===== src/rtl/alu_arb_pkg.sv =====
// Shared types and constants for the ALU arbiter/sequencer.
package alu_arb_pkg;

    // Sequencer states.
    typedef enum logic [1:0] {
        StIdle,
        StLaunch,
        StBusy,
        StResp
    } state_e;

    // ALU function encodings carried on funct3.
    localparam logic [2:0] Funct3AddSub = 3'd0;
    localparam logic [2:0] Funct3Sll    = 3'd1;
    localparam logic [2:0] Funct3Slt    = 3'd2;
    localparam logic [2:0] Funct3Sltu   = 3'd3;
    localparam logic [2:0] Funct3Xor    = 3'd4;
    localparam logic [2:0] Funct3Sr     = 3'd5;
    localparam logic [2:0] Funct3Or     = 3'd6;
    localparam logic [2:0] Funct3And    = 3'd7;

    // Width of the BUSY watchdog counter.
    localparam int unsigned TimeoutCntW = 8;

endpackage


===== src/rtl/rr_arb2.sv =====
// Two-way round-robin grant; purely combinational.
module rr_arb2 (
    input  logic       valid0_i,
    input  logic       valid1_i,
    input  logic       last_grant_i,  // index of the requester granted last
    output logic [1:0] grant_o        // one-hot
);

    // On a tie, favour the requester that was not granted last.
    always_comb begin
        grant_o = 2'b00;
        if (valid0_i && valid1_i) begin
            grant_o = last_grant_i ? 2'b01 : 2'b10;
        end else if (valid0_i) begin
            grant_o = 2'b01;
        end else if (valid1_i) begin
            grant_o = 2'b10;
        end
    end

endmodule


===== src/rtl/alu_arb.sv =====
// Arbiter and sequencer for the shared multi-cycle ALU.
// Two clients, round-robin grant, registered operands, one-cycle response pulse.
// Optional BUSY watchdog built when ALU_ARB_TIMEOUT_EN is defined.
module alu_arb
    import alu_arb_pkg::*;
#(
    parameter int unsigned TIMEOUT_CYCLES = 64
) (
    input  logic        clk_i,
    input  logic        rst_i,          // asynchronous, active-low

    input  logic        req0_valid_i,
    output logic        req0_ready_o,
    input  logic [31:0] req0_arg1_i,
    input  logic [31:0] req0_arg2_i,
    input  logic [2:0]  req0_funct3_i,
    input  logic        req0_subSr_i,

    input  logic        req1_valid_i,
    output logic        req1_ready_o,
    input  logic [31:0] req1_arg1_i,
    input  logic [31:0] req1_arg2_i,
    input  logic [2:0]  req1_funct3_i,
    input  logic        req1_subSr_i,

    output logic        rsp0_valid_o,
    output logic        rsp1_valid_o,
    output logic [31:0] rspRes_o,
    output logic        rspErr_o,

    output logic [31:0] aluArg1_o,
    output logic [31:0] aluArg2_o,
    output logic [2:0]  aluFunct3_o,
    output logic        aluSubSr_o,
    output logic        aluRun_o,
    input  logic [31:0] aluRes_i,
    input  logic        aluDone_i
);

    state_e      state_q, state_d;
    logic        last_grant_q, last_grant_d;
    logic        owner_q, owner_d;
    logic [31:0] arg1_q, arg1_d;
    logic [31:0] arg2_q, arg2_d;
    logic [2:0]  funct3_q, funct3_d;
    logic        subsr_q, subsr_d;
    logic        run_q, run_d;
    logic [31:0] res_q, res_d;
    logic [1:0]  grant;
    logic        tmo_hit;

    rr_arb2 u_rr_arb2 (
        .valid0_i     (req0_valid_i),
        .valid1_i     (req1_valid_i),
        .last_grant_i (last_grant_q),
        .grant_o      (grant)
    );

    // Next-state, capture and ready logic for the sequencer.
    always_comb begin
        state_d      = state_q;
        last_grant_d = last_grant_q;
        owner_d      = owner_q;
        arg1_d       = arg1_q;
        arg2_d       = arg2_q;
        funct3_d     = funct3_q;
        subsr_d      = subsr_q;
        run_d        = run_q;
        res_d        = res_q;
        req0_ready_o = 1'b0;
        req1_ready_o = 1'b0;

        unique case (state_q)
            StIdle: begin
                // Gate with reset so ready stays low while reset is held.
                req0_ready_o = grant[0] & rst_i;
                req1_ready_o = grant[1] & rst_i;
                if (grant != 2'b00) begin
                    owner_d      = grant[1];
                    last_grant_d = grant[1];
                    arg1_d       = grant[1] ? req1_arg1_i   : req0_arg1_i;
                    arg2_d       = grant[1] ? req1_arg2_i   : req0_arg2_i;
                    funct3_d     = grant[1] ? req1_funct3_i : req0_funct3_i;
                    subsr_d      = grant[1] ? req1_subSr_i  : req0_subSr_i;
                    run_d        = 1'b1;
                    state_d      = StLaunch;
                end
            end
            StLaunch: begin
                // Done is ignored here so a stale done is never taken.
                state_d = StBusy;
            end
            StBusy: begin
                if (aluDone_i || tmo_hit) begin
                    res_d   = aluDone_i ? aluRes_i : 32'd0;
                    run_d   = 1'b0;
                    state_d = StResp;
                end
            end
            StResp: begin
                state_d = StIdle;
            end
            default: begin
                state_d = StIdle;
            end
        endcase
    end

    // Sequencer state and datapath registers.
    always_ff @(posedge clk_i or negedge rst_i) begin
        if (!rst_i) begin
            state_q      <= StIdle;
            last_grant_q <= 1'b1;
            owner_q      <= 1'b0;
            arg1_q       <= '0;
            arg2_q       <= '0;
            funct3_q     <= '0;
            subsr_q      <= 1'b0;
            run_q        <= 1'b0;
            res_q        <= '0;
        end else begin
            state_q      <= state_d;
            last_grant_q <= last_grant_d;
            owner_q      <= owner_d;
            arg1_q       <= arg1_d;
            arg2_q       <= arg2_d;
            funct3_q     <= funct3_d;
            subsr_q      <= subsr_d;
            run_q        <= run_d;
            res_q        <= res_d;
        end
    end

`ifdef ALU_ARB_TIMEOUT_EN
    localparam logic [TimeoutCntW-1:0] TimeoutLast = TimeoutCntW'(TIMEOUT_CYCLES - 1);

    logic [TimeoutCntW-1:0] tmo_cnt_q, tmo_cnt_d;
    logic                   err_q, err_d;

    // Hit on the TIMEOUT_CYCLES-th BUSY cycle; done in that cycle still wins.
    assign tmo_hit = (state_q == StBusy) && (tmo_cnt_q == TimeoutLast);

    // Watchdog count and error flag for the response.
    always_comb begin
        tmo_cnt_d = tmo_cnt_q;
        err_d     = err_q;
        if (state_q == StLaunch) begin
            tmo_cnt_d = '0;
        end else if (state_q == StBusy) begin
            tmo_cnt_d = tmo_cnt_q + 1'b1;
            if (aluDone_i) begin
                err_d = 1'b0;
            end else if (tmo_hit) begin
                err_d = 1'b1;
            end
        end
    end

    // Watchdog registers.
    always_ff @(posedge clk_i or negedge rst_i) begin
        if (!rst_i) begin
            tmo_cnt_q <= '0;
            err_q     <= 1'b0;
        end else begin
            tmo_cnt_q <= tmo_cnt_d;
            err_q     <= err_d;
        end
    end

    assign rspErr_o = err_q;
`else
    // No watchdog: BUSY waits for done indefinitely.
    logic unused_timeout_cycles;
    assign unused_timeout_cycles = (TIMEOUT_CYCLES == 0);
    assign tmo_hit  = 1'b0;
    assign rspErr_o = 1'b0;
`endif

    assign rsp0_valid_o = (state_q == StResp) && !owner_q;
    assign rsp1_valid_o = (state_q == StResp) &&  owner_q;
    assign rspRes_o     = res_q;
    assign aluArg1_o    = arg1_q;
    assign aluArg2_o    = arg2_q;
    assign aluFunct3_o  = funct3_q;
    assign aluSubSr_o   = subsr_q;
    assign aluRun_o     = run_q;

endmodule


===== config.mk =====
export PLATFORM = sky130hd
export DESIGN_NAME = alu_arb
export DESIGN_NICKNAME = d
export VERILOG_FILES = /design/src/rtl/alu_arb_pkg.sv /design/src/rtl/rr_arb2.sv /design/src/rtl/alu_arb.sv
export SDC_FILE = /design/constraint.sdc
export NUM_CORES = 1
export LEC_CHECK = 0
export ABC_AREA = 1
export CORE_ASPECT_RATIO = 2
export CORE_MARGIN = 4
export CORE_UTILIZATION = 42
export DETAILED_ROUTE_END_ITERATION = 8
export PLACE_DENSITY = 0.94
export RECOVER_POWER = 25
export SLEW_MARGIN = 20
export SYNTH_ARGS = -nofsm -noshare
export SYNTH_HDL_FRONTEND = slang
export SYNTH_HIERARCHICAL = 1
export SYNTH_SLANG_ARGS = --single-unit

===== constraint.sdc =====
create_clock -name clk_i -period 3.3 [get_ports clk_i]
set_input_delay 0.66 -clock clk_i [delete_from_list [all_inputs] [get_ports clk_i]]
set_output_delay 0.66 -clock clk_i [all_outputs]
set_load 0.03 [all_outputs]

==> flow_metrics.env <==
export IMPL_grtUsageMet2=0.408
export IMPL_reg2reg_from="state_q[0]"
export IMPL_reg2regPathDepth=7
export IMPL_grt_pass1_wl_um=24900
export IMPL_pwr_share_comb=0.555
export IMPL_cts_buffers=9
export IMPL_clock_skew_ns=0.00930
export IMPL_drc_errors=0
export IMPL_wl_um=16000
export IMPL_avgSynthCellArea_um2=7.87
export IMPL_drtIter0Drc=201
export IMPL_tightest_slew_ns=1.51
export IMPL_maxSlewHeadroom=-0.00350
export IMPL_p_int_mw=4.15
export IMPL_diodes=0
export IMPL_vias=5010
export IMPL_overflow=0
export IMPL_dp_hpwl_um=12700
export IMPL_power_density_mw_per_mm2=930
export IMPL_use_met3=0.0572
export IMPL_r2r_end="rspRes_o[24]"
export IMPL_io_pins=279
export IMPL_clkTransAtPathRegs_ns=0.07
export IMPL_synth_top_area_cell="dfrtp_1"
export IMPL_insertion_delay_ns=0.34
export IMPL_max_cap_viol_count=1
export IMPL_die_area_mm2=0.0136
export IMPL_rsz0062_at_grt="no"
export IMPL_first_global_vias=5051
export IMPL_drtPass1Iterations=5
export IMPL_wire_per_inst_um=15.6
export IMPL_yosys_top_cells_count="nand2_1 (151), dfrtp_1 (104), inv_1 (77)"
export IMPL_hp_class="in -> async"
export IMPL_cp_max_fo=4
export IMPL_ys_warn_count=6
export IMPL_clock_path_buffers=2
export IMPL_ys_top_cells_by_area="dfrtp_1 (53%), nand2_1 (12%), a21oi_1 (7.0%)"
export IMPL_synthCells=626
export IMPL_synth_net_count=803
export IMPL_holdBufCountCts=0
export IMPL_grt_busiest_layer="met2"
export IMPL_finalSetupViolations=0
export IMPL_coreArea_mm2=0.0114
export IMPL_synth_ff_type="dfrtp_1"
export IMPL_clkPwrFrac=0.145
export IMPL_hold_viol=0
export IMPL_viasPerCell=4.86
export IMPL_maxSlewViolCount=61
export IMPL_htree_num_levels=3
export IMPL_r2r_setup_slack_ns=0.98
export IMPL_grt_max_degree=70
export IMPL_fmax_mhz=324
export IMPL_num_rows=55
export IMPL_irDropWorstVdd_v=0.000628
export IMPL_cts_tree="built"
export IMPL_synth_top_cell_area_share=0.528
export IMPL_area_growth_pct=63.4
export IMPL_finalPower_mw=7.49
export IMPL_start_kind="primary input"
export IMPL_sw_frac_of_total=0.446
export IMPL_fp_dieW_um=84.6
export IMPL_synth_async_sr_flop_share=1.00
export IMPL_cts_sinks=105
export IMPL_die_y_um=161
export IMPL_grt_usage=0.231
export IMPL_p_sw_mw=3.34
export IMPL_post_cts_setup_buffer_count=0
export IMPL_critPathCaptureType="output pin"
export IMPL_dpl_cell_count=1014
export IMPL_fin_crit_ns=3.08
export IMPL_required_ns=2.64
export IMPL_cts_root_buf="clkbuf_16"
export IMPL_drive_gt1_frac=0.0349
export IMPL_initial_core_util=0.431
export IMPL_synth_most_common_cell="nand2_1"
export IMPL_finalNetCount=1060
export IMPL_synth_seq_cells=105
export IMPL_seq_area_frac_synth=0.534
export IMPL_power_leakage_nw=3.70
export IMPL_place_congestion=0.904
export IMPL_synth_edf_count=0
export IMPL_hold_slack_ns=0.426
export IMPL_use_met1=0.247
export IMPL_synth_area_mm2=0.00493
export IMPL_violations="max-capacitance violations, max-slew violations"
export IMPL_portBuffers=277
export IMPL_post_route_period_util=0.934
export IMPL_seqPwrFrac=0.300
export IMPL_ys_types=16
export IMPL_tns_ns=0
export IMPL_status="finished with violations"
export IMPL_antenna_found_initial=0
export IMPL_cp_arrival_ns=2.42
export IMPL_critPathKind="in -> out"
export IMPL_post_cts_resize_count=0
export IMPL_fin_cells=1030
export IMPL_ant_nets=0
==> stage by stage <==
stage / instance area [um2] / worst slack (ns) / utilization
6_report: 8050 / 0.218 / 0.705
5_1_grt: 8050 / 0.139 / 0.705
4_1_cts: 8060 / 0.284 / 0.705
3_5_place_dp: 7750 / 0.286 / 0.679
3_3_place_gp: 7750 / 0.356 / 0.679
2_1_floorplan: 4930 / 1.11 / -
==> cell type report <==
type                    count  area (um2)
inverters                  77         289
flip-flops and latches    105        2630
clock buffers               9         225
well taps                 142         178
multi-input cells         403        1790
fillers                   861        3370
repair buffers            287        2860
clock inverters             7        78.8
==> flip-flops by register name (all words and copies together), names as in the netlist <==
signal and flops:
rspRes_o 32, owner_q 1, aluArg2_o 32, state_q 2, aluFunct3_o 3, last_grant_q 1, aluArg1_o 32, aluSubSr_o 1
aluRun_o 1
==> how the worst max path moves through the flow <==
stage	start	to	slack [ns]	cells past startpoint
after floorplan	req1_valid_i	req1_ready_o	1.11	5
after global placement	req0_valid_i	req0_ready_o	0.36	6
after detailed placement	req0_valid_i	req0_ready_o	0.29	6
after CTS	req0_valid_i	req0_ready_o	0.28	6
after global routing	req0_valid_i	req0_ready_o	0.14	6
final	req0_valid_i	req0_ready_o	0.22	6
==> kinds of logic (layout without fill, tap and decap cells) <==
| family | Yosys count | after routing | share of synthesized area |
|---|---|---|---|
| compound gates | 137 | 137 | 0.139 |
| buf+inv | 118 | 380 | 0.105 |
| fa+ha+maj | 4 | 4 | 0.0102 |
| flops | 105 | 105 | 0.534 |
| other cells | 1 | 1 | 0.000761 |
| simple gates | 261 | 261 | 0.211 |
==> worst max-delay path, cell delays in order <==
cell,delay [ns]
dlygate4sd3_1,0.62
nand3_1,0.10
nand2_1,0.09
nand2_1,0.14
nor2_1,0.14
clkdlybuf4s50_1,0.68
==> power groups by stage <==
| stage | Combinational (mW) | Sequential, mW | Clock (mW) |
|---|---|---|---|
| 5_1_grt | 4.45 | 2.33 | 1.16 |
| 4_1_cts | 4.20 | 2.25 | 1.11 |
| 2_1_floorplan | 1.26 | 3.39 | 0 |
| 3_3_place_gp | 4.09 | 2.23 | 0 |
| 3_5_place_dp | 4.19 | 2.27 | 0 |
| 6_report | 4.15 | 2.25 | 1.09 |
==> routing by layer <==
layer	part of all wire	wire [um]	up-vias
met5	0	0	-
li1	-	-	2464
met3	0.063	1010	58
met4	0.059	952	0
met2	0.52	8340	218
met1	0.36	5710	2270
==> cell usage in the layout (no fill, tap or decap) <==
cell,synthesis,routed
ha_1,4,4
clkbuf_4,0,1
clkbuf_2,0,1
a21oi_4,0,1
nand4_1,1,1
nor2_1,72,72
clkinv_4,0,1
clkdlybuf4s50_1,0,273
buf_4,1,7
nand3_1,35,35
nand2_4,2,2
dfrtp_1,104,104
clkinvlp_4,0,2
inv_1,77,77
o21ai_0,68,68
inv_8,0,1
clkbuf_1,18,1
a21oi_1,69,68
clkbuf_16,0,9
dlygate4sd3_1,0,2
clkinv_2,0,1
bufinv_16,0,1
dfstp_2,1,1
inv_6,0,1
buf_12,0,2
nand2_1,151,151
conb_1,1,1
No activity file was read; power rests on OpenSTA's default activity.
